### src/rtl/uart_rx.sv
// uart_rx: 8N1 UART receiver with a two-flop synchroniser, mid-bit sampling and a valid/ready output register.
// Latency: rx_valid rises 1 clk after the mid-stop-bit sample (~9.5 bit times + 3 clks after the rx falling edge).
// Backpressure: a byte completed while rx_valid is held without a handshake is dropped and overrun pulses.
// Ports: clk, rst_n (async, active-low), rx (async serial in, idles high),
//        rx_data/rx_valid/rx_ready (byte output handshake), frame_err/overrun (1-cycle pulses), busy.
module uart_rx #(
    parameter int CLK_FREQ  = 100_000_000,
    parameter int BAUD_RATE = 115_200
) (
    input  logic       clk,
    input  logic       rst_n,
    input  logic       rx,
    output logic [7:0] rx_data,
    output logic       rx_valid,
    input  logic       rx_ready,
    output logic       frame_err,
    output logic       overrun,
    output logic       busy
);

    localparam int CLKS_PER_BIT = CLK_FREQ / BAUD_RATE;
    localparam int HALF_BIT     = CLKS_PER_BIT / 2;
    localparam int CNT_W        = $clog2(CLKS_PER_BIT);

    localparam logic [CNT_W-1:0] CNT_LAST  = CNT_W'(CLKS_PER_BIT - 1);
    localparam logic [CNT_W-1:0] HALF_LAST = CNT_W'(HALF_BIT - 1);

    // Below 4 clocks per bit the half-bit point and the synchroniser delay collide.
    if (CLKS_PER_BIT < 4) begin : g_bad_baud
        $error("uart_rx: CLKS_PER_BIT must be >= 4");
    end

    localparam logic [3:0] IDLE  = 4'b0001;
    localparam logic [3:0] START = 4'b0010;
    localparam logic [3:0] DATA  = 4'b0100;
    localparam logic [3:0] STOP  = 4'b1000;

    logic             rx_meta_q, rx_s_q;
    logic [3:0]       state_q, state_d;
    logic [CNT_W-1:0] cnt_q, cnt_d;
    logic [2:0]       bit_idx_q, bit_idx_d;
    logic [7:0]       shift_q, shift_d;
    logic [7:0]       data_q, data_d;
    logic             valid_q, valid_d;
    logic             ferr_q, ferr_d;
    logic             ovr_q, ovr_d;
    logic             hs;

    // Exposed under this name for hierarchical observation.
    logic [3:0]       state;
    assign state = state_q;

    // Both synchroniser flops reset high so an idle line never looks like a start edge
    // right after reset; a line that is genuinely low still is.
    always_ff @(posedge clk or negedge rst_n) begin
        if (!rst_n) begin
            rx_meta_q <= 1'b1;
            rx_s_q    <= 1'b1;
        end else begin
            rx_meta_q <= rx;
            rx_s_q    <= rx_meta_q;
        end
    end

    assign hs = valid_q && rx_ready;

    always_comb begin
        state_d   = state_q;
        cnt_d     = cnt_q;
        bit_idx_d = bit_idx_q;
        shift_d   = shift_q;
        data_d    = data_q;
        valid_d   = valid_q;
        ferr_d    = 1'b0;
        ovr_d     = 1'b0;

        if (hs) begin
            valid_d = 1'b0;
        end

        case (state_q)
            IDLE: begin
                if (!rx_s_q) begin
                    state_d = START;
                    cnt_d   = '0;
                end
            end
            START: begin
                if (cnt_q == HALF_LAST) begin
                    cnt_d = '0;
                    if (!rx_s_q) begin
                        state_d   = DATA;
                        bit_idx_d = '0;
                    end else begin
                        state_d = IDLE;     // glitch, not a real start bit
                    end
                end else begin
                    cnt_d = cnt_q + CNT_W'(1);
                end
            end
            DATA: begin
                if (cnt_q == CNT_LAST) begin
                    cnt_d     = '0;
                    shift_d   = {rx_s_q, shift_q[7:1]};   // LSB arrives first
                    bit_idx_d = bit_idx_q + 3'd1;
                    if (bit_idx_q == 3'd7) begin
                        state_d = STOP;
                    end
                end else begin
                    cnt_d = cnt_q + CNT_W'(1);
                end
            end
            STOP: begin
                // Re-arm at mid-stop so a start bit immediately after the stop bit is caught.
                if (cnt_q == CNT_LAST) begin
                    cnt_d   = '0;
                    state_d = IDLE;
                    if (rx_s_q) begin
                        if (!valid_q || hs) begin
                            data_d  = shift_q;
                            valid_d = 1'b1;
                        end else begin
                            ovr_d = 1'b1;
                        end
                    end else begin
                        ferr_d = 1'b1;
                    end
                end else begin
                    cnt_d = cnt_q + CNT_W'(1);
                end
            end
            default: begin
                state_d = IDLE;
                cnt_d   = '0;
            end
        endcase
    end

    always_ff @(posedge clk or negedge rst_n) begin
        if (!rst_n) begin
            state_q   <= IDLE;
            cnt_q     <= '0;
            bit_idx_q <= '0;
            shift_q   <= '0;
            data_q    <= '0;
            valid_q   <= 1'b0;
            ferr_q    <= 1'b0;
            ovr_q     <= 1'b0;
        end else begin
            state_q   <= state_d;
            cnt_q     <= cnt_d;
            bit_idx_q <= bit_idx_d;
            shift_q   <= shift_d;
            data_q    <= data_d;
            valid_q   <= valid_d;
            ferr_q    <= ferr_d;
            ovr_q     <= ovr_d;
        end
    end

    assign rx_data   = data_q;
    assign rx_valid  = valid_q;
    assign frame_err = ferr_q;
    assign overrun   = ovr_q;
    assign busy      = (state_q != IDLE);

endmodule

### config.mk
export PLATFORM = sky130hd
export DESIGN_NAME = uart_rx
export DESIGN_NICKNAME = d
export VERILOG_FILES = /design/src/rtl/uart_rx.sv
export SDC_FILE = /design/constraint.sdc
export NUM_CORES = 1
export LEC_CHECK = 0
export ABC_CLOCK_PERIOD_IN_PS = 3240
export CAP_MARGIN = 20
export CORE_AREA = 2 2 44 76
export DETAILED_ROUTE_END_ITERATION = 7
export DIE_AREA = 0 0 46 78
export DONT_BUFFER_PORTS = 1
export GPL_ROUTABILITY_DRIVEN = 0
export PLACE_DENSITY = 0.88
export SETUP_SLACK_MARGIN = 0.3
export SKIP_CTS_REPAIR_TIMING = 1
export SLEW_MARGIN = 20
export SYNTH_ARGS = -nofsm -noshare
export SYNTH_HDL_FRONTEND = slang
export SYNTH_SLANG_ARGS = --single-unit
### constraint.sdc
create_clock -name clk -period 3.24 [get_ports clk]
set_clock_uncertainty 0.1 [all_clocks]
set_input_delay 0.486 -clock clk [delete_from_list [all_inputs] [get_ports clk]]
set_output_delay 0.486 -clock clk [all_outputs]
set_load 0.005 [all_outputs]
# After elaboration in Yosys (flattened, before gate mapping)

Cells that the tools add are included.

Bits in registers: 38
Bits in latches: 0
Memory bits (writable): 0
ROM bits: 0
Bits of input ports: 4
Output and inout bits: 12
Word-level logic and storage cells: 62
Memories: 0

Add/sub/neg operators: 2
$mul: 0
Divide/modulo/power cells: 0
Magnitude comparators: 0
Equal/unequal tests: 14
Shifts and indexed selects: 0
Multiplexer cells: 27
Bitwise logic cells: 0
Reduce and logical (&&, ||, !) cells: 9

Operator list:

| kind                    | count |
|---|---|
| $mux W10                | 3 |
| $pmux W10 S3            | 1 |
| $mux W4                 | 5 |
| $pmux W4 S4             | 1 |
| $mux W1                 | 12 |
| $mux W3                 | 4 |
| $ne A2 B2 Y1 const B    | 6 |
| $add A10 B1 Y10 const B | 1 |
| $eq A10 B10 Y1 const B  | 1 |
| $eq A10 B9 Y1 const B   | 1 |
| $reduce_and A4 Y1       | 2 |
| $pmux W3 S2             | 1 |
| $reduce_and A5 Y1       | 1 |
| $eq A4 B1 Y1 const B    | 1 |
| $eq A4 B2 Y1 const B    | 1 |
| $eq A4 B3 Y1 const B    | 1 |
| $eq A4 B4 Y1 const B    | 1 |
| $ne A4 B1 Y1 const B    | 1 |
| $add A3 B1 Y3 const B   | 1 |
| $eq A3 B3 Y1 const B    | 1 |
| $reduce_and A2 Y1       | 1 |
| $reduce_bool A2 Y1      | 1 |
| $reduce_or A2 Y1        | 1 |
| $logic_and A1 B1 Y1     | 1 |
| 2 further kinds         | 2 |

# Depth between registers and ports, before layout

Depth after elaboration: 6
Depth in mapped cells: 6
Mapped depth without buffers: 6

# Worst setup path before layout

No wires, ideal clock.

Path type: register to register
From: register cnt_q[3]
To: register shift_q[3]
Setup time: 0.125 ns
Data arrival time: 1.729 ns
Data required time: 3.015 ns
Path slack: 1.286 ns
Cell stages (with the launch flop): 5
Buffers on the path: 0
Clock period less this slack: 1.954 ns
Cell sequence: dfrtp_1 or3b_4 or3_4 nor2_4 mux2_2

Longest elaborated chain between the ends: 2

RTL lines:

| element                            | RTL line | RTL |
|---|---|---|
| start: declaration                 | 40       | `logic [CNT_W-1:0] cnt_q, cnt_d;` |
| start signal: assignment           | 151      | `cnt_q <= cnt_d;` |
| $eq A10 B10 Y1                     | 102      | `if (cnt_q == CNT_LAST) begin` |
| $reduce_and A2 Y1 (no source line) | n/a      |  |
| end signal: assignment             | 153      | `shift_q <= shift_d;` |
| end: declaration                   | 42       | `logic [7:0] shift_q, shift_d;` |

No other way between the ends.
A chain may end at the register's enable or synchronous reset.

# Worst setup path after layout

From: register state_q[0] (netlist: state[0])
To: output port busy

Longest elaborated chain between the ends: 1

RTL lines:

| element                  | RTL line | RTL |
|---|---|---|
| start: declaration       | 39       | `logic [3:0] state_q, state_d;` |
| start signal: assignment | 150      | `state_q <= state_d;` |
| $ne A4 B1 Y1             | 165      | `assign busy = (state_q != IDLE);` |
| end: declaration         | 18       | `output logic busy` |

No other way between the ends.

==> flow_summary.rst <==
.. list-table::
   :header-rows: 1

   * - Metric
     - Value
   * - Run status
     - finished clean
   * - Area grow syn2layout
     - 10.1%
   * - Peak clock frequency supported by timing
     - approximately 430 MHz
   * - Synthesis warning total
     - 0
   * - Kind of capture point of the worst setup path
     - output pin
   * - Number of routed nets with antenna violations
     - 0
   * - Critical Path Start Type
     - register
   * - Post-route worst setup slack
     - 0.925 ns
   * - Wire length of the first global-routing pass
     - between 6 and 7 mm
   * - Deepest clock path buffer count
     - 2
   * - Most common library cell in the layout ignoring fill and taps
     - dfrtp_1
   * - Share of total power in sequential cells
     - between 40 and 50%
   * - Fin Setup TNS
     - 0 ns
   * - Count of unresolved DRC violations after routing
     - 0
   * - Post-synthesis sequential area ratio
     - between 50 and 60%
   * - Post-Syn Instances
     - roughly 150
   * - Max transition margin
     - roughly half
   * - Detailed placement HPWL
     - around 2.5 mm
   * - Combined flip-flop and latch cell area
     - about 950 um2
   * - Top flip-flop cell by instance count after synthesis
     - dfrtp_1
   * - Setup Crit Path Kind
     - register to output pin
   * - Final Hold Fails
     - 0
   * - Final Util
     - between 60 and 70%
   * - Clock tree from TritonCTS
     - done
   * - Number of clock sinks seen by CTS
     - 38
   * - IO Port Bufs
     - 0
   * - P_leak
     - around 0.96 nW
   * - Instance count after placement with tap cells included
     - ~170
   * - Portion of total power attributed to the clock network
     - 38.6%
   * - Class of the most critical hold timing path
     - input port to register
   * - Worst EP required
     - roughly 2.7 ns
   * - Clock buffer count from CTS
     - 5
   * - # rows
     - 26
   * - Floorplan core area
     - 2930 um2
   * - Yosys cell types
     - between 40 and 50
   * - Max Transition Viols Final
     - 0
   * - Synth area leader
     - dfrtp_1
   * - DRC marker count from the first detailed-route iteration
     - 63
   * - Synth Cell Area
     - 1840 um2
   * - Area of the die
     - around 3600 um2
   * - Least-Margin Pin Slew
     - around 0.77 ns
   * - Overall fraction of global-route tracks in use
     - roughly 23%
   * - Largest cells by area after synthesis
     - dfrtp_1, mux2_2, mux2_1
   * - Final setup violation count
     - 0
   * - Yosys reg bits
     - 38
   * - H-tree lvl count
     - 2
   * - Number of synthesized flops with an enable pin
     - 0
   * - Most frequent cells in the layout
     - dfrtp_1, nand2_1, mux2_2
   * - Switching part of the total power
     - between 20% and 30%
   * - Antenna violations before repair
     - 0
   * - Multi-input gate area
     - between 800 and 900 um2
   * - Vias in the first global route
     - between 1000 and 1500
   * - Worst-path maximum fanout
     - 6
   * - Max rail drop VDD
     - 0.451 mV
   * - Internal power of the cells
     - 897 uW
   * - TritonRoute pass-1 iters
     - 4
   * - Post-detailed-route via-to-cell ratio
     - 6.98
   * - Syn_area_per_cell
     - 12.3 um2
   * - Largest net degree at the start of global routing
     - 39
   * - Vertical die dimension
     - ~78 um
   * - Wirelength per Cell
     - roughly 21 um
   * - X dimension of the die
     - between 40 and 50 um
   * - Total power per unit cell area
     - slightly above 600 nW/um2
   * - Worst endpoint data arrival time
     - between 1.5 and 2 ns
   * - Period utilization
     - between 70% and 80%
   * - Total via count after detailed routing
     - around 1300
   * - Instance area after placement
     - between 1500 and 2000 um2
   * - Net switching power
     - around 350 uW
   * - Proportion of layout cells with a drive suffix above 1
     - 21.8%
   * - Non-Filler Cell Area, Final
     - approximately 2000 um2
   * - Setup repair after global routing missed its margin
     - false
   * - Total Nets Final
     - about 160
   * - Library cell used as clock root buffer
     - clkbuf_8
   * - Min Clock Period, post-route
     - roughly 2.3 ns
   * - Antenna diode count
     - 0
   * - Synth Net Count
     - roughly 160
   * - Number of violations of the max-capacitance limit
     - 0
   * - CTS clk-pin slew, worst paths
     - 0.08 ns
   * - Proportion of register bits with asynchronous set or reset after synthesis
     - between 90% and 100%
   * - Proportion of power drawn by combinational gates
     - ~17%
   * - Io pins
     - 16
   * - Final Instance Count excl. Fillers
     - about 180
   * - Overflow left after global routing
     - 0
   * - Worst-Skew Late Latency
     - between 0.2 and 0.3 ns
   * - Initial core utilization
     - between 60% and 70%
   * - DP Worst Slack
     - roughly 1.1 ns
   * - Yosys top cell area share
     - 47.6%
   * - Post-detailed-routing wire length
     - a little under 4 mm
   * - Number of fill cells
     - roughly 190
[final cells by class]
cell class,instances,area share (%)
repair buffers,2,1.48
clock buffers,5,3.40
flip-flops and latches,38,47.1
well taps,28,1.73
clock inverters,3,3.40
multi-input cells,104,42.1
inverters,4,0.741
[kinds of logic (layout without fill, tap and decap cells)]
logic type	count (synthesis)	after routing	share of synthesized area (%)
AND/OR/NAND/NOR	48	48	18.2
flip-flops	38	38	51.9
multiplexers	18	18	11.0
AO/OA/AOI/OAI	34	34	14.4
adder cells (fa/ha/maj)	4	4	2.72
buffers and inverters	7	14	1.70
[cell usage after synthesis (3+ instances only)]
cell	n
a21o_1	7
dfstp_2	3
inv_1	4
ha_1	4
mux2_2	10
o21ai_0	4
a21oi_1	3
nand3_1	5
dfrtp_1	35
mux2_1	8
a32oi_1	6
nor3_1	4
nand2b_1	4
nand2_1	10
[metrics by stage]
stage	power, mW	hold WS [ns]
3_5_place_dp	0.755	0.0911
5_1_grt	1.31	0.0728
6_report	1.24	0.0845
3_3_place_gp	0.741	0.0911
4_1_cts	1.23	-0.226
2_1_floorplan	0.707	0.0904
[worst paths after layout]
path	start	endpoint	slack [ns]	depth (start not counted)
hold / removal	rx	rx_meta_q	0.08	0
setup reg to reg	cnt_q[3]	rx_data[4]	0.97	4
min in group asynchronous	rst_n	shift_q[6]	0.57	2
max in group asynchronous	rst_n	state[0]	2.22	2
setup / recovery	state[0]	busy	0.93	2
hold reg to reg	rx_meta_q	rx_s_q	0.26	0
[state kept, by name, indices dropped and copies added (netlist names)]
register	cells
rx_data	8
overrun	1
shift_q	8
cnt_q	10
rx_valid	1
frame_err	1
state	4
rx_meta_q	1
rx_s_q	1
bit_idx_q	3
[power groups by stage]
stage	sequential, mW	combinational, mW	clock, mW
finish	0.550	0.215	0.480
CTS	0.548	0.202	0.484
global route	0.555	0.239	0.515
detailed placement	0.558	0.197	0
floorplan	0.547	0.160	0
global placement	0.551	0.190	0
[critical path: stages (launching register included)]
cell,delay (ns)
dfstp_2,0.59
nor4b_1,0.65
inv_1,0.20
[layer usage]
| layer | vias to the layer above | routed length (um) | global-route usage, % |
|---|---|---|---|
| met4 | 0 | 157 | 12.0 |
| met1 | 643 | 1370 | 24.8 |
| met2 | 45 | 2220 | 39.6 |
| met3 | 14 | 138 | 5.12 |
| li1 | 582 | - | - |
| met5 | - | 0 | 0 |
Note: power is estimated with default switching activity, not from simulation.
